### config.mk
export PLATFORM = sky130hd
export DESIGN_NAME = score_seg_scanner
export DESIGN_NICKNAME = d
export VERILOG_FILES = /design/src/rtl/score_seg_scanner.sv
export SDC_FILE = /design/constraint.sdc
export NUM_CORES = 1
export LEC_CHECK = 0
export CAP_MARGIN = 20
export CORE_MARGIN = 2
export CORE_UTILIZATION = 45
export CTS_CLUSTER_DIAMETER = 200
export CTS_CLUSTER_SIZE = 40
export DETAILED_ROUTE_END_ITERATION = 6
export PLACE_DENSITY = 0.76
export SYNTH_ARGS = -nofsm -noshare
export SYNTH_HDL_FRONTEND = slang
export SYNTH_SLANG_ARGS = --single-unit
### constraint.sdc
create_clock -name Clk -period 4.4 [get_ports Clk]
set_clock_uncertainty 0.1 [all_clocks]
set_input_delay 0.44 -clock Clk [delete_from_list [all_inputs] [get_ports Clk]]
set_output_delay 0.44 -clock Clk [all_outputs]
set_load 0.02 [all_outputs]
### src/rtl/score_seg_scanner.sv
// Four-digit multiplexed 7-segment scanner for a BCD score, with frame-aligned
// display updates, leading-zero blanking and a sticky non-BCD error flag.
module score_seg_scanner #(
  parameter int unsigned REFRESH_DIV = 50000,
  parameter int unsigned BLANK_LZ    = 1
) (
  input  logic        Clk,
  input  logic        Reset_n,
  input  logic [15:0] bcd_in,
  input  logic        load,
  output logic [3:0]  an,
  output logic [6:0]  seg,
  output logic        frame_done,
  output logic        err
);

  localparam int unsigned CW = $clog2(REFRESH_DIV);
  localparam logic [CW-1:0] CNT_MAX = CW'(REFRESH_DIV - 1);

  logic [CW-1:0] cnt;
  logic [1:0]    idx;
  logic [15:0]   pend;
  logic          pend_flag;
  logic [15:0]   disp;

  logic          tick;
  logic          boundary;
  logic [15:0]   disp_nxt;
  logic          bad_nxt;
  logic [3:0]    digit;
  logic [3:0]    lz;
  logic          blank;
  logic [3:0]    an_nxt;
  logic [6:0]    seg_nxt;

  // Active-low {g,f,e,d,c,b,a}; anything above 9 shows a dash.
  function automatic logic [6:0] decode(input logic [3:0] d);
    logic [6:0] s;
    s = 7'b0111111;
    case (d)
      4'd0: s = 7'b1000000;
      4'd1: s = 7'b1111001;
      4'd2: s = 7'b0100100;
      4'd3: s = 7'b0110000;
      4'd4: s = 7'b0011001;
      4'd5: s = 7'b0010010;
      4'd6: s = 7'b0000010;
      4'd7: s = 7'b1111000;
      4'd8: s = 7'b0000000;
      4'd9: s = 7'b0010000;
      default: s = 7'b0111111;
    endcase
    return s;
  endfunction

  // Frame boundary and the value the display register takes there.
  always_comb begin
    tick     = (cnt == CNT_MAX);
    boundary = tick && (idx == 2'd3);
    disp_nxt = disp;
    if (boundary) begin
      if (load)           disp_nxt = bcd_in;
      else if (pend_flag) disp_nxt = pend;
    end
    bad_nxt = (disp_nxt[15:12] > 4'd9) || (disp_nxt[11:8] > 4'd9) ||
              (disp_nxt[7:4]   > 4'd9) || (disp_nxt[3:0]  > 4'd9);
  end

  // Digit selection, leading-zero blanking and segment decode for the active slot.
  always_comb begin
    digit = disp[3:0];
    case (idx)
      2'd1:    digit = disp[7:4];
      2'd2:    digit = disp[11:8];
      2'd3:    digit = disp[15:12];
      default: digit = disp[3:0];
    endcase
    lz[3]   = (disp[15:12] == 4'd0);
    lz[2]   = lz[3] && (disp[11:8] == 4'd0);
    lz[1]   = lz[2] && (disp[7:4] == 4'd0);
    lz[0]   = 1'b0;
    blank   = (BLANK_LZ != 0) && lz[idx];
    an_nxt  = blank ? 4'b1111 : ~(4'b0001 << idx);
    seg_nxt = blank ? 7'b1111111 : decode(digit);
  end

  always_ff @(posedge Clk) begin
    if (!Reset_n) begin
      cnt        <= '0;
      idx        <= 2'd0;
      pend       <= 16'd0;
      pend_flag  <= 1'b0;
      disp       <= 16'd0;
      an         <= 4'b1111;
      seg        <= 7'b1111111;
      frame_done <= 1'b0;
      err        <= 1'b0;
    end else begin
      cnt <= tick ? '0 : cnt + CW'(1);
      if (tick) idx <= idx + 2'd1;
      disp <= disp_nxt;
      // A load coinciding with the boundary bypasses the pending register.
      if (boundary) begin
        pend_flag <= 1'b0;
      end else if (load) begin
        pend      <= bcd_in;
        pend_flag <= 1'b1;
      end
      an         <= an_nxt;
      seg        <= seg_nxt;
      frame_done <= boundary;
      if (boundary && bad_nxt) err <= 1'b1;
    end
  end

endmodule

==> impl_metrics.toml, run 1 <==
[run_status]
status = "finished, violations left"
violations = "design-rule violations"

[clocking]
cts_hold_buf = 0
postCtsSetupRepairBufs = 0
clock-sinks = 64
cts_buffer_depth = 2
htreeDepth = 3
cts-resized-gates = 0
clkLatencyLatePin_ns = 0.35
path_clk_slew_ns = 0.07
cts_buffers = 9
cts-root-buf = "clkbuf_8"
tritoncts = "yes"

[detailed_routing]
vias_per_cell = 5.557
vias = 2534
drc = 1
wl_per_cell_microns = 14.02
drtIter0Drc = 139
postRouteWirelength_microns = 6393
drt_first_pass_iters = 6
drt.antenna.violating_nets = 0

[worst_setup_path]
path_max_fanout = 28
crit_required_ns = 4.54
crit_path_end_kind = "register"
crit_type = "register to register"
worstPathArrival_ns = 3.21
start_kind = "register"

[logic_synthesis]
synth_nets = 376
synthArstFlopShare_pct = 0
yosysSeqAreaShare_pct = 42.47
synthesis.area_sq_um = 3017
ys_seq_elements = 64
synth_edf_count = 0
synth-main-ff-cell = "dfxtp_1"
yosysUniqueCellTypes = 48
yosysWarningCount = 0
syn_avg_cell_area_sq_um = 8.719
syn_inst = 346

[place]
gp_congestion = 0.8389
dp_hpwl_microns = 4517
io_buffer_count = 31
placedInstanceArea_sq_um = 3343

[pwr]
comb_power_share_pct = 6.6
p_seq_share_pct = 50.5
netSwitchingPower_mw = 0.2702
ir_drop_mv = 0.2246
power_mw = 1.193
powerDensity_nw_per_um2 = 336.9
internal_power_mw = 0.9230
p_leak_nw = 1.363
sw_frac_of_total_pct = 22.65
p_clk_share_pct = 42.8

[sta]
tightestPinTransition_ns = 1.015
tns_ns = 0
rsz0062_at_grt = "no"
max-slew-margin-rel_pct = 32.36
slew_viol_final = 0
period_needed_ns = 3.066
fin_crit_sh_pct = 69.69
fmax_mhz = 326.1
setup_viol = 0
hold_viol = 0

[global_routing]
grt_usage_pct = 18.51
grt_overflow_total = 0
grt_max_degree = 42
grt_pass1_vias = 2334
antenna_found_initial = 0
grt_pass1_wl_microns = 10770

[floorplan]
die_h_microns = 85.88
rows = 29
io_pins = 32
die_x_microns = 85.88
core_area_sq_um = 6422
initial_core_util_pct = 46.97
die_area_sq_um = 7375

[cells_and_area]
fin_nets = 404
drive_gt1_share_pct = 7.124
area_delta_synth_final_pct = 17.42
fill_cells = 620
fin_util_pct = 55.15
diodes = 0
design_area_sq_um = 3542

[job]
max-cap-violations = 0

[min_path]
hold_path_class = "register to register"
area by class of cell:
cell class                 instances  area (sq um)  share of cell area [%]
clock buffer                      13         158.9                   4.486
clock inverter                     3         40.04                   1.130
inverter                          13         48.80                   1.378
multi-input combinational        251          1577                   44.51
sequential                        64          1281                   36.17
tap                               77         96.34                   2.720
timing repair buffer              35         340.3                   9.608
cells in the mapped netlist (3+ instances only):
cell type  number  area [sq um]
ha_1           11         137.6
nor3b_1         6         45.04
a222oi_1        4         40.04
inv_1          12         45.04
and3_1         13         81.33
a21boi_0       17         127.6
o221a_2         3         33.78
xor2_1          9         78.83
nand2_1        41         153.9
mux2i_1         4         40.04
o21ai_0        11         55.05
xnor2_1         5         43.79
and2_1          4         25.02
a211oi_1        3         22.52
a21oi_1         6         30.03
clkbuf_1       11         41.29
a32oi_1         8         70.07
dfxtp_1        64          1281
a31oi_1         4         25.02
nor2b_1        11         68.82
o22ai_1         3         18.77
nand3_1        32         160.2
nor4_1          3         18.77
nor2_1         33         123.9
worst paths after layout:
kind           from      to  slack (ns)  cells past startpoint
max          idx[0]     err        1.33                      8
min          cnt[0]  cnt[0]        0.35                      1
max reg2reg  idx[0]     err        1.33                      8
min reg2reg  cnt[0]  cnt[0]        0.35                      1
sequential cells by signal, summed over array words and instances (netlist names):
register	flops
pend_flag	1
idx	2
disp	16
pend	16
seg	7
frame_done	1
err	1
an	4
cnt	16
worst max-delay path, cell delays in order, from the launching register on:
cell,delay [ns]
dfxtp_1,0.44
ha_1,0.31
and4_1,0.24
and4_1,0.88
nand2_4,0.14
o22ai_1,0.22
a211oi_1,0.09
a2111o_1,0.34
a22o_1,0.19
cell families after synthesis:
logic type | Yosys count | synth area share [%]
XOR/XNOR | 14 | 4.065
AND/OR/NAND/NOR | 156 | 26.30
AO/OA/AOI/OAI | 66 | 16.01
adder cells (fa/ha/maj) | 11 | 4.562
multiplexers | 4 | 1.327
buffers and inverters | 31 | 5.267
flip-flops | 64 | 42.47
layout by cell type, fill, tap and decap left out, types with 12 or more instances in the layout:
cell              n
nor2_1           33
a21boi_0         17
dfxtp_1          64
nand2_1          41
nand3_1          32
and3_1           13
clkdlybuf4s50_1  31
inv_1            12
layer usage:
metal	vias up	track usage (%)	wire length, microns
met5	-	0	0
met4	0	7.215	65
met3	9	5.967	260
met2	54	29.11	2989
met1	1191	23.58	3077
li1	1280	-	-
per-stage QoR:
stage / cells / setup slack (ns) / hold slack (ns)
floorplan: 346 / 2.060 / 0.3132
global placement: 440 / 1.501 / 0.3328
detailed placement: 440 / 1.386 / 0.3404
CTS: 456 / 1.342 / 0.3595
global route: 456 / 1.088 / 0.3762
finish: 456 / 1.334 / 0.3527
power by group through the flow:
stage | combinational, mW | clock, mW | sequential [mW]
final | 0.0789 | 0.511 | 0.603
after floorplan | 0.0414 | 0 | 0.617
after global routing | 0.0872 | 0.550 | 0.604
after CTS | 0.0791 | 0.521 | 0.603
after detailed placement | 0.0785 | 0 | 0.616
after global placement | 0.0777 | 0 | 0.615
Power figures use the tool's default switching activity.
==> run 2: changes to the inputs <==
- PLACE_DENSITY: 0.76 -> 0.78
- clock period: 4.4 -> 2.75 ns (I/O delays scaled with it)
==> run 2 against run 1 <==
  * The flow still finishes with violations (design-rule violations)
  * Critical path depth rose by 1
  * Combinational power increased by 65%
  * Wire length grew 1.1%
  * Sequential power rose by 60%
  * Register-to-register slack worse by 1.2 ns
==> impl_metrics.toml, run 2 (synthesis gave the netlist of run 1 again) <==
[run_status]
status = "finished, violations left"
violations = "design-rule violations"

[sta]
period_needed_ns = 2.586
max-slew-margin-rel_pct = 52.36
rsz0062_at_grt = "no"
fin_crit_sh_pct = 94.02
tightestPinTransition_ns = 0.7120
tns_ns = 0
slew_viol_final = 0
hold_viol = 0
fmax_mhz = 386.8
setup_viol = 0

[worst_setup_path]
cp_cell_sequence = "ha_1 > and4_1 > and4_1 > buf_12 > a32oi_1 > and3_2 > a211oi_1 > a2111o_1 > a22o_1"
path_max_fanout = 28
r2r-start = "idx[0]"
worstPathArrival_ns = 2.72
start_kind = "register"
crit_type = "register to register"
r2r-end = "err"
r2r_slack_ns = 0.16
crit_path_end_kind = "register"
path_common_cell = "and4_1"
startpoint = "idx[0]"
slowest_stage = "a2111o_1"
worst_path_largest_cell_delay_ns = 0.38
crit_path_end = "err"
ff2ff_path_depth = 9
crit_required_ns = 2.88

[detailed_routing]
drt_first_pass_iters = 7
vias_per_cell = 5.541
wl_per_cell_microns = 14.05
drtIter0Drc = 175
vias = 2549
drt.antenna.violating_nets = 0
drc = 2
postRouteWirelength_microns = 6464

[clocking]
clock-sinks = 64
cts_hold_buf = 0
path_clk_slew_ns = 0.07
htreeDepth = 3
tritoncts = "yes"
cts-root-buf = "clkbuf_8"
clkLatencyLatePin_ns = 0.34
cts_buffers = 9
cts-resized-gates = 0
postCtsSetupRepairBufs = 0
cts_buffer_depth = 2

[pwr]
powerDensity_nw_per_um2 = 550.1
power_mw = 1.984
p_leak_nw = 1.394
ir_drop_mv = 0.3281

[global_routing]
grt_pass1_vias = 2394
grt_max_degree = 37
antenna_found_initial = 0
grt_usage_pct = 18.71
grt_pass1_wl_microns = 11130
grt_overflow_total = 0

[cells_and_area]
diodes = 0
area_delta_synth_final_pct = 19.54
drive_gt1_share_pct = 8.616
mostFrequentLayoutCell = "dfxtp_1"
fin_nets = 408
reg.largest.list = "cnt x16, disp x16, pend x16"
final_cell_mix = "dfxtp_1, nand2_1, nor2_1, nand3_1, clkdlybuf4s50_1"
fill_cells = 580

[place]
dp_hpwl_microns = 4469
gp_congestion = 0.8176
io_buffer_count = 31

[floorplan]
io_pins = 32
core_area_sq_um = 6422
die_h_microns = 85.88
rows = 29
die_x_microns = 85.88
initial_core_util_pct = 46.97
die_area_sq_um = 7375

[min_path]
hold_path_class = "register to register"
holdCritStartpoint = "cnt[0]"

[job]
max-cap-violations = 0
[run 2: changes by cell type in the layout (fill, tap and decap cells not counted), sizes merged]
| cell | delta |
|---|---|
| buf | +4 |
| clkbuf | -3 |
| bufinv | +1 |
| clkinv | +1 |
| clkinvlp | +1 |
[run 2: area by class of cell]
type / count / area [sq um] / area share (%)
flip-flops and latches: 64 / 1281 / 35.53
clock buffers: 10 / 137.6 / 3.817
well taps: 77 / 96.34 / 2.672
repair buffers: 39 / 382.9 / 10.62
multi-input cells: 251 / 1577 / 43.72
clock inverters: 6 / 82.58 / 2.290
inverters: 13 / 48.80 / 1.353
[run 2: layer usage]
metal | vias up | routed length [microns] | global-route usage (%)
li1 | 1282 | - | -
met4 | 0 | 97 | 6.494
met3 | 13 | 257 | 4.812
met1 | 1196 | 3119 | 25.15
met5 | - | 0 | 0
met2 | 58 | 2990 | 29.18
[run 2: worst min-delay path by stage]
stage,to,cells past startpoint
after floorplan,cnt[0],1
after global placement,cnt[0],1
after detailed placement,cnt[0],1
after CTS,cnt[0],1
after global routing,cnt[0],1
final,cnt[0],1
[run 2: power breakdown]
part | switching, mW | total (mW) | internal [mW]
Combinational | 0.0661 | 0.130 | 0.0634
Clock | 0.360 | 0.890 | 0.530
Sequential | 0.0145 | 0.964 | 0.950
Total | 0.440 | 1.98 | 1.54
[run 2: worst max-delay path: cells and delay by family, from the launching register on]
family / cells / cell delay [ns]
AO/OA/AOI/OAI: 4 / 0.83
AND/OR/NAND/NOR: 3 / 0.70
flip-flops: 1 / 0.37
adder cells (fa/ha/maj): 1 / 0.31
buffers and inverters: 1 / 0.17
[run 2: metrics by stage]
step	setup WS [ns]	cells	hold WS [ns]	utilization [%]	instance area, sq um
3_5_place_dp	0.1895	444	0.3415	52.72	3386
6_report	0.1645	460	0.3507	56.15	3606
2_1_floorplan	0.4098	346	0.3132	-	3017
4_1_cts	0.1723	460	0.3514	56.15	3606
5_1_grt	0.03060	460	0.3724	56.15	3606
3_3_place_gp	0.2927	444	0.3325	52.72	3386
==> run 3: changes to the inputs <==
- ABC_AREA: default -> 1
==> run 3 against run 2 <==
  * The run now ends clean
  * Sequential share of layout area is 1.5 points lower
  * Hold slack better by 0.0024 ns
  * Via count is 14% higher
  * Global-route usage is 0.68 points higher
  * Wire length is 4.9% higher
  * Critical endpoint is now seg[6]
  * Largest cell class unchanged
==> impl_metrics.toml, run 3 <==
[pwr]
netSwitchingPower_mw = 0.4512
internal_power_mw = 1.557
ir_drop_mv = 0.4064
comb_power_share_pct = 7.2
p_leak_nw = 1.599
sw_frac_of_total_pct = 22.47
p_seq_share_pct = 48.1
p_clk_share_pct = 44.7
powerDensity_nw_per_um2 = 532.9

[worst_setup_path]
start_kind = "register"
path_max_fanout = 7
crit_required_ns = 2.88
crit_type = "register to register"
worstPathArrival_ns = 2.46
path_common_cell = "inv_1"
crit_family = "compound AO/OA/AOI/OAI gates"
worst_path_largest_cell_delay_ns = 0.36
slowest_stage = "dfxtp_1"
crit_path_end_kind = "register"
cp_cell_sequence = "inv_1 > ha_1 > inv_1 > nand2_1 > o22ai_1 > inv_1 > ha_1 > or2_2 > o21ai_0 > o21ai_0"
cp_num_buf_inv = 3

[sta]
tns_ns = 0
slew_viol_final = 0
rsz0062_at_grt = "no"
period_needed_ns = 2.333
fin_crit_sh_pct = 84.85
setup_viol = 0
fmax_mhz = 428.6
tightestPinTransition_ns = 0.5099
max-slew-margin-rel_pct = 65.65
hold_viol = 0

[clocking]
htreeDepth = 3
cts_buffers = 9
clock-sinks = 64
cts-resized-gates = 0
tritoncts = "yes"
path_clk_slew_ns = 0.07
postCtsSetupRepairBufs = 0
cts-root-buf = "clkbuf_8"
cts_buffer_depth = 2
cts_hold_buf = 0
clkLatencyLatePin_ns = 0.35

[logic_synthesis]
synth_fa_ha_area_share_pct = 4.391
syn_inst = 440
synth_xor_area_share_pct = 0.2794
synth_nets = 470
synth_edf_count = 0
synth_top_family_by_area = "simple AND/OR/NAND/NOR gates"
syn_avg_cell_area_sq_um = 7.123
ys_seq_elements = 64
synth_common_cells = "nand2_1, dfxtp_1, nor2_1, inv_1, o21ai_0"
synth_area_leaders = "dfxtp_1, nand2_1, nor2_1, o21ai_0, inv_1"
yosysTopAreaCell = "dfxtp_1"
synth_compound_area_share_pct = 15.53
synthMuxAreaShare_pct = 0.3194
synth-main-ff-cell = "dfxtp_1"
synthArstFlopShare_pct = 0
yosysWarningCount = 0
yosysSeqAreaShare_pct = 40.88
synth-simple-area-share_pct = 30.58
yosysUniqueCellTypes = 40
yosysTopAreaCellShare_pct = 40.88
synth.most_common_cell = "nand2_1"
synthesis.area_sq_um = 3134

[cells_and_area]
reg.largest.list = "cnt x16, disp x16, pend x16"
fin_nets = 508
area_delta_synth_final_pct = 20.24
mostFrequentLayoutCell = "nand2_1"
fin_util_pct = 55.78
final_cell_mix = "nand2_1, dfxtp_1, nor2_1, inv_1, o21ai_0"
drive_gt1_share_pct = 9.731
diodes = 0
final_cells = 563

[detailed_routing]
drt.antenna.violating_nets = 0
postRouteWirelength_microns = 6780
drtIter0Drc = 189
drc = 0
vias = 2898
wl_per_cell_microns = 12.04
vias_per_cell = 5.147
drt_first_pass_iters = 4

[floorplan]
core_area_sq_um = 6756
rows = 30
initial_core_util_pct = 46.39
die_area_sq_um = 7648
io_pins = 32
die_h_microns = 87.46
die_x_microns = 87.46

[global_routing]
grt_usage_pct = 19.39
grt_pass1_vias = 2719
grt_max_degree = 21
grt_overflow_total = 0
grt_pass1_wl_microns = 11630
antenna_found_initial = 0

[run_status]
status = "finished clean"

[min_path]
hold_path_class = "register to register"

[place]
dp_hpwl_microns = 5103
io_buffer_count = 31
gp_congestion = 0.9209
placed_cells = 547

[job]
max-cap-violations = 0
[run 3: cell types whose count changed after synthesis, sizes merged, moves of 18 or more]
cell,previous run,this run
a21boi,18,0
o21ai,12,39
inv,12,53
a21oi,6,24
nor2,34,74
nand2,42,99
[run 3: kinds of logic after synthesis]
| kind of cell | count (synthesis) |
|---|---|
| XOR/XNOR | 1 |
| adder cells (fa/ha/maj) | 11 |
| AND/OR/NAND/NOR | 212 |
| flip-flops | 64 |
| AO/OA/AOI/OAI | 86 |
| multiplexers | 1 |
| buffers and inverters | 65 |
[run 3: cell type report]
type	count	area [sq um]
Tap cell	80	100.1
Multi-Input combinational cell	311	1602
Fill cell	647	2988
Inverter	55	207.7
Timing Repair Buffer	37	355.3
Clock buffer	12	145.1
Sequential cell	64	1281
Clock inverter	4	77.57
[run 3: layer usage]
layer	up-vias	wire (microns)	GRT usage (%)
li1	1506	-	-
met3	9	285	6.825
met1	1330	3000	21.65
met5	-	0	0
met2	53	3404	34.71
met4	0	89	5.315
[run 3: metrics by stage]
step                      instance area [sq um]  power (mW)  hold slack [ns]  setup WS (ns)
final                                      3769       2.008           0.3531         0.4166
after global routing                       3769       2.089           0.3838         0.2510
after CTS                                  3769       2.031           0.3598         0.4151
after detailed placement                   3546       1.131           0.3428         0.4228
after global placement                     3546       1.127           0.3288         0.4961
after floorplan                            3134       1.068           0.3175         0.6563
[run 3: final timing paths]
| kind | from | endpoint | slack (ns) | cells after the start |
|---|---|---|---|---|
| worst min register to register | cnt[0] | cnt[0] | 0.35 | 1 |
| worst max register to register | idx[0] | seg[6] | 0.42 | 10 |
| worst min-delay path | cnt[0] | cnt[0] | 0.35 | 1 |
| worst max-delay path | idx[0] | seg[6] | 0.42 | 10 |
[run 3: power by group through the flow]
stage | clock [mW] | combinational [mW] | sequential, mW
finish | 0.897 | 0.145 | 0.966
global route | 0.957 | 0.162 | 0.969
CTS | 0.920 | 0.145 | 0.966
detailed placement | 0 | 0.144 | 0.987
global placement | 0 | 0.142 | 0.986
floorplan | 0 | 0.0768 | 0.991
